==> src/rtl/dram_access_arbiter.sv <==
// DRAM access arbiter: decodes CPU strobes for the DRAM window, times refresh,
// and hands out one-at-a-time CPU/refresh grants to the DRAM controller.
module dram_access_arbiter #(
  parameter int          REFRESH_INTERVAL = 125,
  parameter int          MAX_PENDING      = 4,
  parameter logic [23:0] DRAM_BASE        = 24'h000000,
  parameter logic [23:0] DRAM_MASK        = 24'hE00000
) (
  input  logic        CLK,
  input  logic        RST,
  input  logic        AS,
  input  logic [23:0] ADDR_IN,
  input  logic        DONE,
  output logic        CPU_GO,
  output logic        REF_GO,
  output logic        DRAM_SEL,
  output logic [2:0]  REF_PENDING,
  output logic        OVERRUN
);

  localparam int            CW   = $clog2(REFRESH_INTERVAL);
  localparam logic [CW-1:0] LAST = CW'(REFRESH_INTERVAL - 1);
  localparam logic [2:0]    PMAX = 3'(MAX_PENDING);

  typedef enum logic [1:0] {
    S_IDLE,
    S_CPU,
    S_REF,
    S_HOLD
  } state_t;

  state_t        state_q;
  state_t        state_d;
  logic [CW-1:0] ival_q;
  logic          tick;
  logic          ref_done;
  logic          sat;

  assign tick     = (ival_q == LAST);
  assign ref_done = (state_q == S_REF) && DONE;
  assign sat      = (REF_PENDING == PMAX);

  always_ff @(posedge CLK) begin
    if (RST) begin
      ival_q <= '0;
    end else if (tick) begin
      ival_q <= '0;
    end else begin
      ival_q <= ival_q + 1'b1;
    end
  end

  // A tick and a completed refresh in the same cycle cancel out
  always_ff @(posedge CLK) begin
    if (RST) begin
      REF_PENDING <= 3'd0;
      OVERRUN     <= 1'b0;
    end else if (tick && !ref_done) begin
      if (sat) begin
        OVERRUN <= 1'b1;
      end else begin
        REF_PENDING <= REF_PENDING + 3'd1;
      end
    end else if (ref_done && !tick) begin
      REF_PENDING <= REF_PENDING - 3'd1;
    end
  end

  always_ff @(posedge CLK) begin
    if (RST) begin
      DRAM_SEL <= 1'b0;
    end else begin
      DRAM_SEL <= !AS && ((ADDR_IN & DRAM_MASK) == DRAM_BASE);
    end
  end

  always_comb begin
    state_d = state_q;
    unique case (state_q)
      S_IDLE: begin
        if (sat) begin
          state_d = S_REF;
        end else if (DRAM_SEL) begin
          state_d = S_CPU;
        end else if ((REF_PENDING != 3'd0) && AS) begin
          state_d = S_REF;
        end
      end
      S_CPU: begin
        if (DONE) state_d = S_HOLD;
      end
      S_REF: begin
        if (DONE) state_d = S_IDLE;
      end
      S_HOLD: begin
        // Stay off the bus until the granted cycle's strobe is released
        if (AS) state_d = S_IDLE;
      end
      default: state_d = S_IDLE;
    endcase
  end

  always_ff @(posedge CLK) begin
    if (RST) begin
      state_q <= S_IDLE;
      CPU_GO  <= 1'b0;
      REF_GO  <= 1'b0;
    end else begin
      state_q <= state_d;
      CPU_GO  <= (state_d == S_CPU);
      REF_GO  <= (state_d == S_REF);
    end
  end

endmodule

==> config.mk <==
export PLATFORM = sky130hd
export DESIGN_NAME = dram_access_arbiter
export DESIGN_NICKNAME = d
export VERILOG_FILES = /design/src/rtl/dram_access_arbiter.sv
export SDC_FILE = /design/constraint.sdc
export NUM_CORES = 1
export LEC_CHECK = 0
export CAP_MARGIN = 20
export CORE_ASPECT_RATIO = 1.1
export CORE_UTILIZATION = 31
export CTS_CLUSTER_DIAMETER = 80
export DETAILED_ROUTE_END_ITERATION = 8
export GPL_ROUTABILITY_DRIVEN = 0
export GPL_TIMING_DRIVEN = 0
export HOLD_SLACK_MARGIN = 0.12
export MAX_ROUTING_LAYER = met4
export PLACE_DENSITY_LB_ADDON = 0.1
export SLEW_MARGIN = 20
export SYNTH_ARGS = -nofsm -noshare
export SYNTH_HDL_FRONTEND = slang
export SYNTH_SLANG_ARGS = --single-unit
==> constraint.sdc <==
create_clock -name CLK -period 1.8 [get_ports CLK]
set_input_delay 0.18 -clock CLK [delete_from_list [all_inputs] [get_ports CLK]]
set_output_delay 0.18 -clock CLK [all_outputs]
set_load 0.005 [all_outputs]
==> impl_metrics.yaml, run 1 <==
power_and_ir_drop:
  vdd_drop_max_mv: 0.3743
  power.leakage_nw: 0.3778
  design_power_total_mw: 0.6550
  powerDensity_mw_per_mm2: 628.5
finish:
  antennaDiodeCount: 0
  multi_input_area_um2: 470.5
  syn_to_final_growth_pct: 33.92
  layout-drive-gt1-share: 0.2843
  final_cell_area_mm2: 0.001042
  finalNetCount: 135
  stdcell_count: 132
  seqCellArea_um2: 324.1
  fillerInstances: 243
min_path:
  hp-class: "flop to flop"
  worstHoldEndpoint: "OVERRUN$_SDFFE_PP0P_"
  min-delay-start: "OVERRUN$_SDFFE_PP0P_"
  hold_depth: 2
worst_setup_path:
  worstSetupStartpointType: "flop"
  critPathKind: "flop to flop"
  critPathLaunch: "ival_q[0]$_SDFF_PP0_"
  r2r_cells: 10
  worstPathMaxFanout: 2
  crit_path_end_kind: "flop"
  ff2ff_setup_slack_ns: -0.12
  required_ns: 1.98
  crit_arrival_ns: 2.10
  r2r_end: "REF_PENDING[2]$_SDFFE_PP0P_"
  r2r-start: "ival_q[0]$_SDFF_PP0_"
global_route:
  grt_pass1_wl_um: 2256
  antenna_found_initial: 0
  grt_util_all_layers: 0.1202
  grt_max_degree: 11
  overflow: 0
  grt_pass1_vias: 571
die:
  coreArea_mm2: 0.002320
  die_w_um: 49.77
  rows: 18
  dieArea_mm2: 0.002715
  die_y_um: 54.55
  initial_core_util: 0.3355
  io_pins: 35
routing:
  vias_per_cell: 4.538
  detail-route-antenna-nets: 0
  drcViolationCount: 0
  drt-wirelength-per-cell_um: 10.24
  vias: 599
  firstDrtPassIters: 3
  routed_wl_um: 1352
  drt_iter0_drc: 5
sta:
  fin_skew_ns: 0.006189
  fin_setup_tns_ns: -0.1199
  hold_viol_final: 0
  whs_ns: 0.4862
  slew_headroom: 0.6473
  fin_ws_ns: -0.1199
  post-route-period-util: 1.067
  worst_pin_slew_ns: 0.5222
  drv_slew: 0
  setup_viol: 1
  rsz0062_at_grt: "true"
  min_period_ns: 1.920
  fmax_mhz: 520.9
synth:
  ys_top_cells_by_area: "dfxtp_1, nor2_1, ha_1"
  syn_inst: 81
  yosysTopAreaCellShare: 0.4116
  synth-edff-count: 0
  synth_top_area_cell: "dfxtp_1"
  synth_flop_cell: "dfxtp_1"
  ys_seq_area_frac: 0.4116
  yosysWarnings: 0
  synth_cell_types: 28
  async_flop_share: 0
  syn_area_per_cell_um2: 9.608
  yosys_register_bits: 16
  syn-cell-area_um2: 778.2
  synth_nets: 112
run:
  maxCapViolations: 0
clock_network:
  postCtsHoldBufs: 0
  clockBufferDepth: 2
  cts_sinks: 16
  worstSkewPairLatency_ns: 0.28
  clk_pin_slew_ns: 0.09
  cts_tree: "done"
  cts_inserted_buffers: 3
  cts_max_level: 1
  root_buffer: "clkbuf_4"
outcome:
  outcome: "finished with violations"
  violations: "setup timing"
placed_design:
  dpl_cell_area_um2: 975.9
  port_buffers: 13
  dp_cells: 124
  place_hpwl_um: 983.1
## registers in the layout, indices dropped and copies added (netlist names)
register     flops
CPU_GO           1
DRAM_SEL         1
OVERRUN          1
REF_GO           1
REF_PENDING      3
ival_q           7
state_q          2
## synth_stat cells, drive strengths merged, types with 2 or more instances
cell type and n:
nand2b 4, nor2b 3, mux2 2, nand2 2, inv 4, nand3 4, nor2 18, xor2 3
dfxtp 16, ha 3, nor3b 4, or2 2, o21ai 2, xnor2 3
## routing by layer
layer  GRT usage  wire (µm)  up-vias
li1            -          -      314
met1      0.1267        606      275
met2      0.1982        682        8
met3     0.03333         49        2
met4     0.08571         13        0
met5           -          0        -
## kinds of logic after synthesis
kind of cell / synth area share
AOI/OAI and AO/OA: 0.06593
xor gates and xnor gates: 0.06754
adders and majority gates: 0.04824
buffers and inverters: 0.02571
DFF: 0.4116
muxes: 0.05145
and+or+nand+nor: 0.3296
## worst max path at each step
stage	endpoint	slack, ns	depth (start not counted)
after floorplan	REF_PENDING[2]$_SDFFE_PP0P_	-0.12	10
after global placement	REF_PENDING[2]$_SDFFE_PP0P_	-0.27	8
after detailed placement	REF_PENDING[2]$_SDFFE_PP0P_	-0.26	8
after CTS	REF_PENDING[2]$_SDFFE_PP0P_	-0.16	10
after global routing	REF_PENDING[2]$_SDFFE_PP0P_	-0.20	10
final	REF_PENDING[2]$_SDFFE_PP0P_	-0.12	10
## placed cells by master, fill, tap and decap left out, drive strengths merged
| master | Yosys | layout |
|---|---|---|
| clkdlybuf4s50 | 0 | 13 |
| o21ai | 2 | 2 |
| xnor2 | 3 | 3 |
| nor3b | 4 | 4 |
| nor2 | 18 | 18 |
| nand3 | 4 | 4 |
| o41ai | 1 | 1 |
| o211ai | 1 | 1 |
| inv | 4 | 4 |
| clkbuf | 0 | 3 |
| nor2b | 3 | 3 |
| ha | 3 | 3 |
| nand2 | 2 | 2 |
| nand2b | 4 | 4 |
| or4 | 1 | 1 |
| mux2 | 2 | 2 |
| xor2 | 3 | 3 |
| dfxtp | 16 | 16 |
| nor4b | 1 | 1 |
| nand3b | 1 | 1 |
| and3b | 1 | 1 |
| a32oi | 1 | 1 |
| a21oi | 1 | 1 |
| nor4 | 1 | 1 |
| or2 | 2 | 2 |
| buf | 1 | 6 |
| mux2i | 1 | 1 |
## critical path, cell delays in order (launching register included)
cell,delay (ns)
dfxtp_2,0.33
inv_2,0.06
ha_4,0.13
nand3_4,0.06
or2_4,0.27
nor2_4,0.09
xnor2_1,0.07
ha_2,0.19
buf_4,0.13
a32oi_2,0.18
mux2_4,0.31
## repair_timing
action                                  4_1_cts  5_1_grt
pin swaps                                     6        3
setup buffers                                 5        0
cloned                                        0        0
endpoints found under the setup margin        1        1
hold endpoints to repair                      0        0
gates resized for setup                       1        1
## stage by stage
step / worst slack [ns] / utilization
after floorplan: -0.1228 / -
after global placement: -0.2659 / 0.4207
after detailed placement: -0.2632 / 0.4207
after CTS: -0.1621 / 0.4471
after global routing: -0.2047 / 0.4493
final: -0.1199 / 0.4493
## where the power goes
part	switching [mW]	leakage, nW	internal [mW]
combinational	0.0378	0.233	0.0557
sequential	0.0125	0.131	0.367
clock	0.104	0.0138	0.0775
## final cells by class
class,count,area share
inverter,4,0.01441
multi-input combinational,60,0.4514
timing repair buffer,18,0.1609
tap,30,0.03601
buffer,1,0.004802
clock buffer,3,0.02161
sequential,16,0.3109
Note: power is estimated with default switching activity, not from simulation.
==> inputs of run 2 (changes only) <==
PLACE_DENSITY = 0.66   (was default)
PLACE_DENSITY_LB_ADDON = default   (was 0.1)
==> run 2 against run 1 <==
The run still ends with setup timing left. Global-route usage about the same. Final cell count rose by 0.76%. Sequential share of layout area decreased by 0.24 points. First-iteration DRC count fell by 60%. Critical endpoint unchanged.
==> impl_metrics.yaml, run 2 (same netlist as run 1, synthesis figures left out) <==
placed_design:
  dpl_cell_area_um2: 975.9
  dp_cells: 124
  place_hpwl_um: 1001
  port_buffers: 13
  post-place-ws_ns: -0.2672
finish:
  reg_top3: "ival_q x7, REF_PENDING x3, state_q x2"
  finalNetCount: 135
  antennaDiodeCount: 0
  syn_to_final_growth_pct: 36.01
  largest_reg_flops: 7
  final_cell_mix: "nor2_1, clkdlybuf4s50_1, dfxtp_1, dfxtp_2, buf_4"
  fin_util: 0.4563
  layout-drive-gt1-share: 0.3107
  mostFrequentLayoutCell: "nor2_1"
  stdcell_count: 133
  final_cell_area_mm2: 0.001059
  largest-register: "ival_q"
clock_network:
  clk_pin_slew_ns: 0.09
  cts_max_level: 1
  worstSkewPairLatency_ns: 0.28
  clockBufferDepth: 2
  cts_inserted_buffers: 3
  cts_tree: "done"
  cts_sinks: 16
  root_buffer: "clkbuf_4"
die:
  coreArea_mm2: 0.002320
  initial_core_util: 0.3355
  io_pins: 35
  dieArea_mm2: 0.002715
  die_y_um: 54.55
  rows: 18
  die_w_um: 49.77
run:
  maxCapViolations: 0
routing:
  drt-wirelength-per-cell_um: 10.30
  drt_iter0_drc: 2
  detail-route-antenna-nets: 0
  vias: 612
  firstDrtPassIters: 2
  vias_per_cell: 4.602
  drcViolationCount: 0
  routed_wl_um: 1370
worst_setup_path:
  r2r_cells: 10
  crit_family: "simple AND/OR/NAND/NOR gates"
  r2r_end: "REF_PENDING[2]$_SDFFE_PP0P_"
  critPathLaunch: "ival_q[0]$_SDFF_PP0_"
  crit_path_end_kind: "flop"
  path_cells: "inv_2 > ha_4 > nand3_4 > or2_4 > nor2_4 > xnor2_1 > ha_2 > buf_4 > a32oi_2 > mux2_4"
  required_ns: 1.98
  endpoint: "REF_PENDING[2]$_SDFFE_PP0P_"
  worstPathMaxFanout: 2
  worstSetupStartpointType: "flop"
  cp_num_buf_inv: 2
  cpMaxStageDelayCell: "dfxtp_2"
  slowest_delay_ns: 0.33
  ff2ff_setup_slack_ns: -0.13
  critPathKind: "flop to flop"
  r2r-start: "ival_q[0]$_SDFF_PP0_"
  cp.depth: 10
  crit_arrival_ns: 2.10
sta:
  rsz0062_at_grt: "true"
  min_period_ns: 1.925
  post-route-period-util: 1.070
  hold_viol_final: 0
  fin_skew_ns: 0.002230
  fmax_mhz: 519.4
  whs_ns: 0.4832
  setup_viol: 1
  slew_headroom: 0.6902
  worst_pin_slew_ns: 0.4587
  fin_setup_tns_ns: -0.1253
  drv_slew: 0
  fin_ws_ns: -0.1253
power_and_ir_drop:
  seq_power_share: 0.538
  power.leakage_nw: 0.3845
  p_switching_mw: 0.1603
  clkPwrFrac: 0.330
  intPower_mw: 0.5460
  design_power_total_mw: 0.7063
  powerDensity_mw_per_mm2: 667.2
  comb_power_share: 0.131
  switching_share: 0.2270
  vdd_drop_max_mv: 0.4540
outcome:
  violations: "setup timing"
  outcome: "finished with violations"
min_path:
  hp-class: "flop to flop"
global_route:
  overflow: 0
  grt_util_all_layers: 0.1203
  grt_max_degree: 11
  grt_pass1_vias: 596
  antenna_found_initial: 0
  grt_pass1_wl_um: 2339
[run 2: cell types whose count changed in the layout (fill, tap and decap cells not counted)]
| cell | before | now |
|---|---|---|
| clkbuf_8 | 0 | 1 |
| dfxtp_1 | 13 | 11 |
| dfxtp_2 | 3 | 5 |
[run 2: layout make-up]
type	count	area (µm²)
timing repair buffer	18	167.7
multi-input combinational	60	470.5
inverter	4	15.01
tap	30	37.54
fill	236	1261
buffer	1	5.005
sequential	16	326.6
clock buffer	4	36.28
[run 2: how the worst min path moves through the flow]
| stage | from | end | slack, ns | depth (start not counted) |
|---|---|---|---|---|
| 2_1_floorplan | AS | DRAM_SEL$_SDFF_PP0_ | 0.25 | 1 |
| 3_3_place_gp | ival_q[0]$_SDFF_PP0_ | ival_q[0]$_SDFF_PP0_ | 0.43 | 1 |
| 3_5_place_dp | ival_q[0]$_SDFF_PP0_ | ival_q[0]$_SDFF_PP0_ | 0.44 | 1 |
| 4_1_cts | AS | DRAM_SEL$_SDFF_PP0_ | 0.48 | 2 |
| 5_1_grt | AS | DRAM_SEL$_SDFF_PP0_ | 0.50 | 2 |
| 6_report | OVERRUN$_SDFFE_PP0P_ | OVERRUN$_SDFFE_PP0P_ | 0.48 | 2 |
[run 2: repair_timing]
action	in CTS	in global routing
buffers inserted	5	0
pin swaps	6	1
setup endpoints to repair	1	1
resized for setup	1	3
hold buffers	0	0
[run 2: tightest hold or removal path, stage by stage (launching register included)]
cell and delay [ns]:
dfxtp_1 0.34, nor2_1 0.05, nor2_1 0.07
[run 2: power groups by stage]
stage	sequential [mW]	combinational, mW	clock [mW]
2_1_floorplan	0.388	0.0526	0
4_1_cts	0.380	0.0937	0.248
3_5_place_dp	0.390	0.0853	0
5_1_grt	0.383	0.103	0.266
6_report	0.380	0.0927	0.233
3_3_place_gp	0.389	0.0836	0
[run 2: layer usage]
| metal | up-vias | global-route usage | wire length (µm) |
|---|---|---|---|
| li1 | 317 | - | - |
| met1 | 278 | 0.1135 | 601 |
| met2 | 15 | 0.2297 | 695 |
| met3 | 2 | 0.02500 | 59 |
| met4 | 0 | 0.07143 | 13 |
| met5 | - | - | 0 |
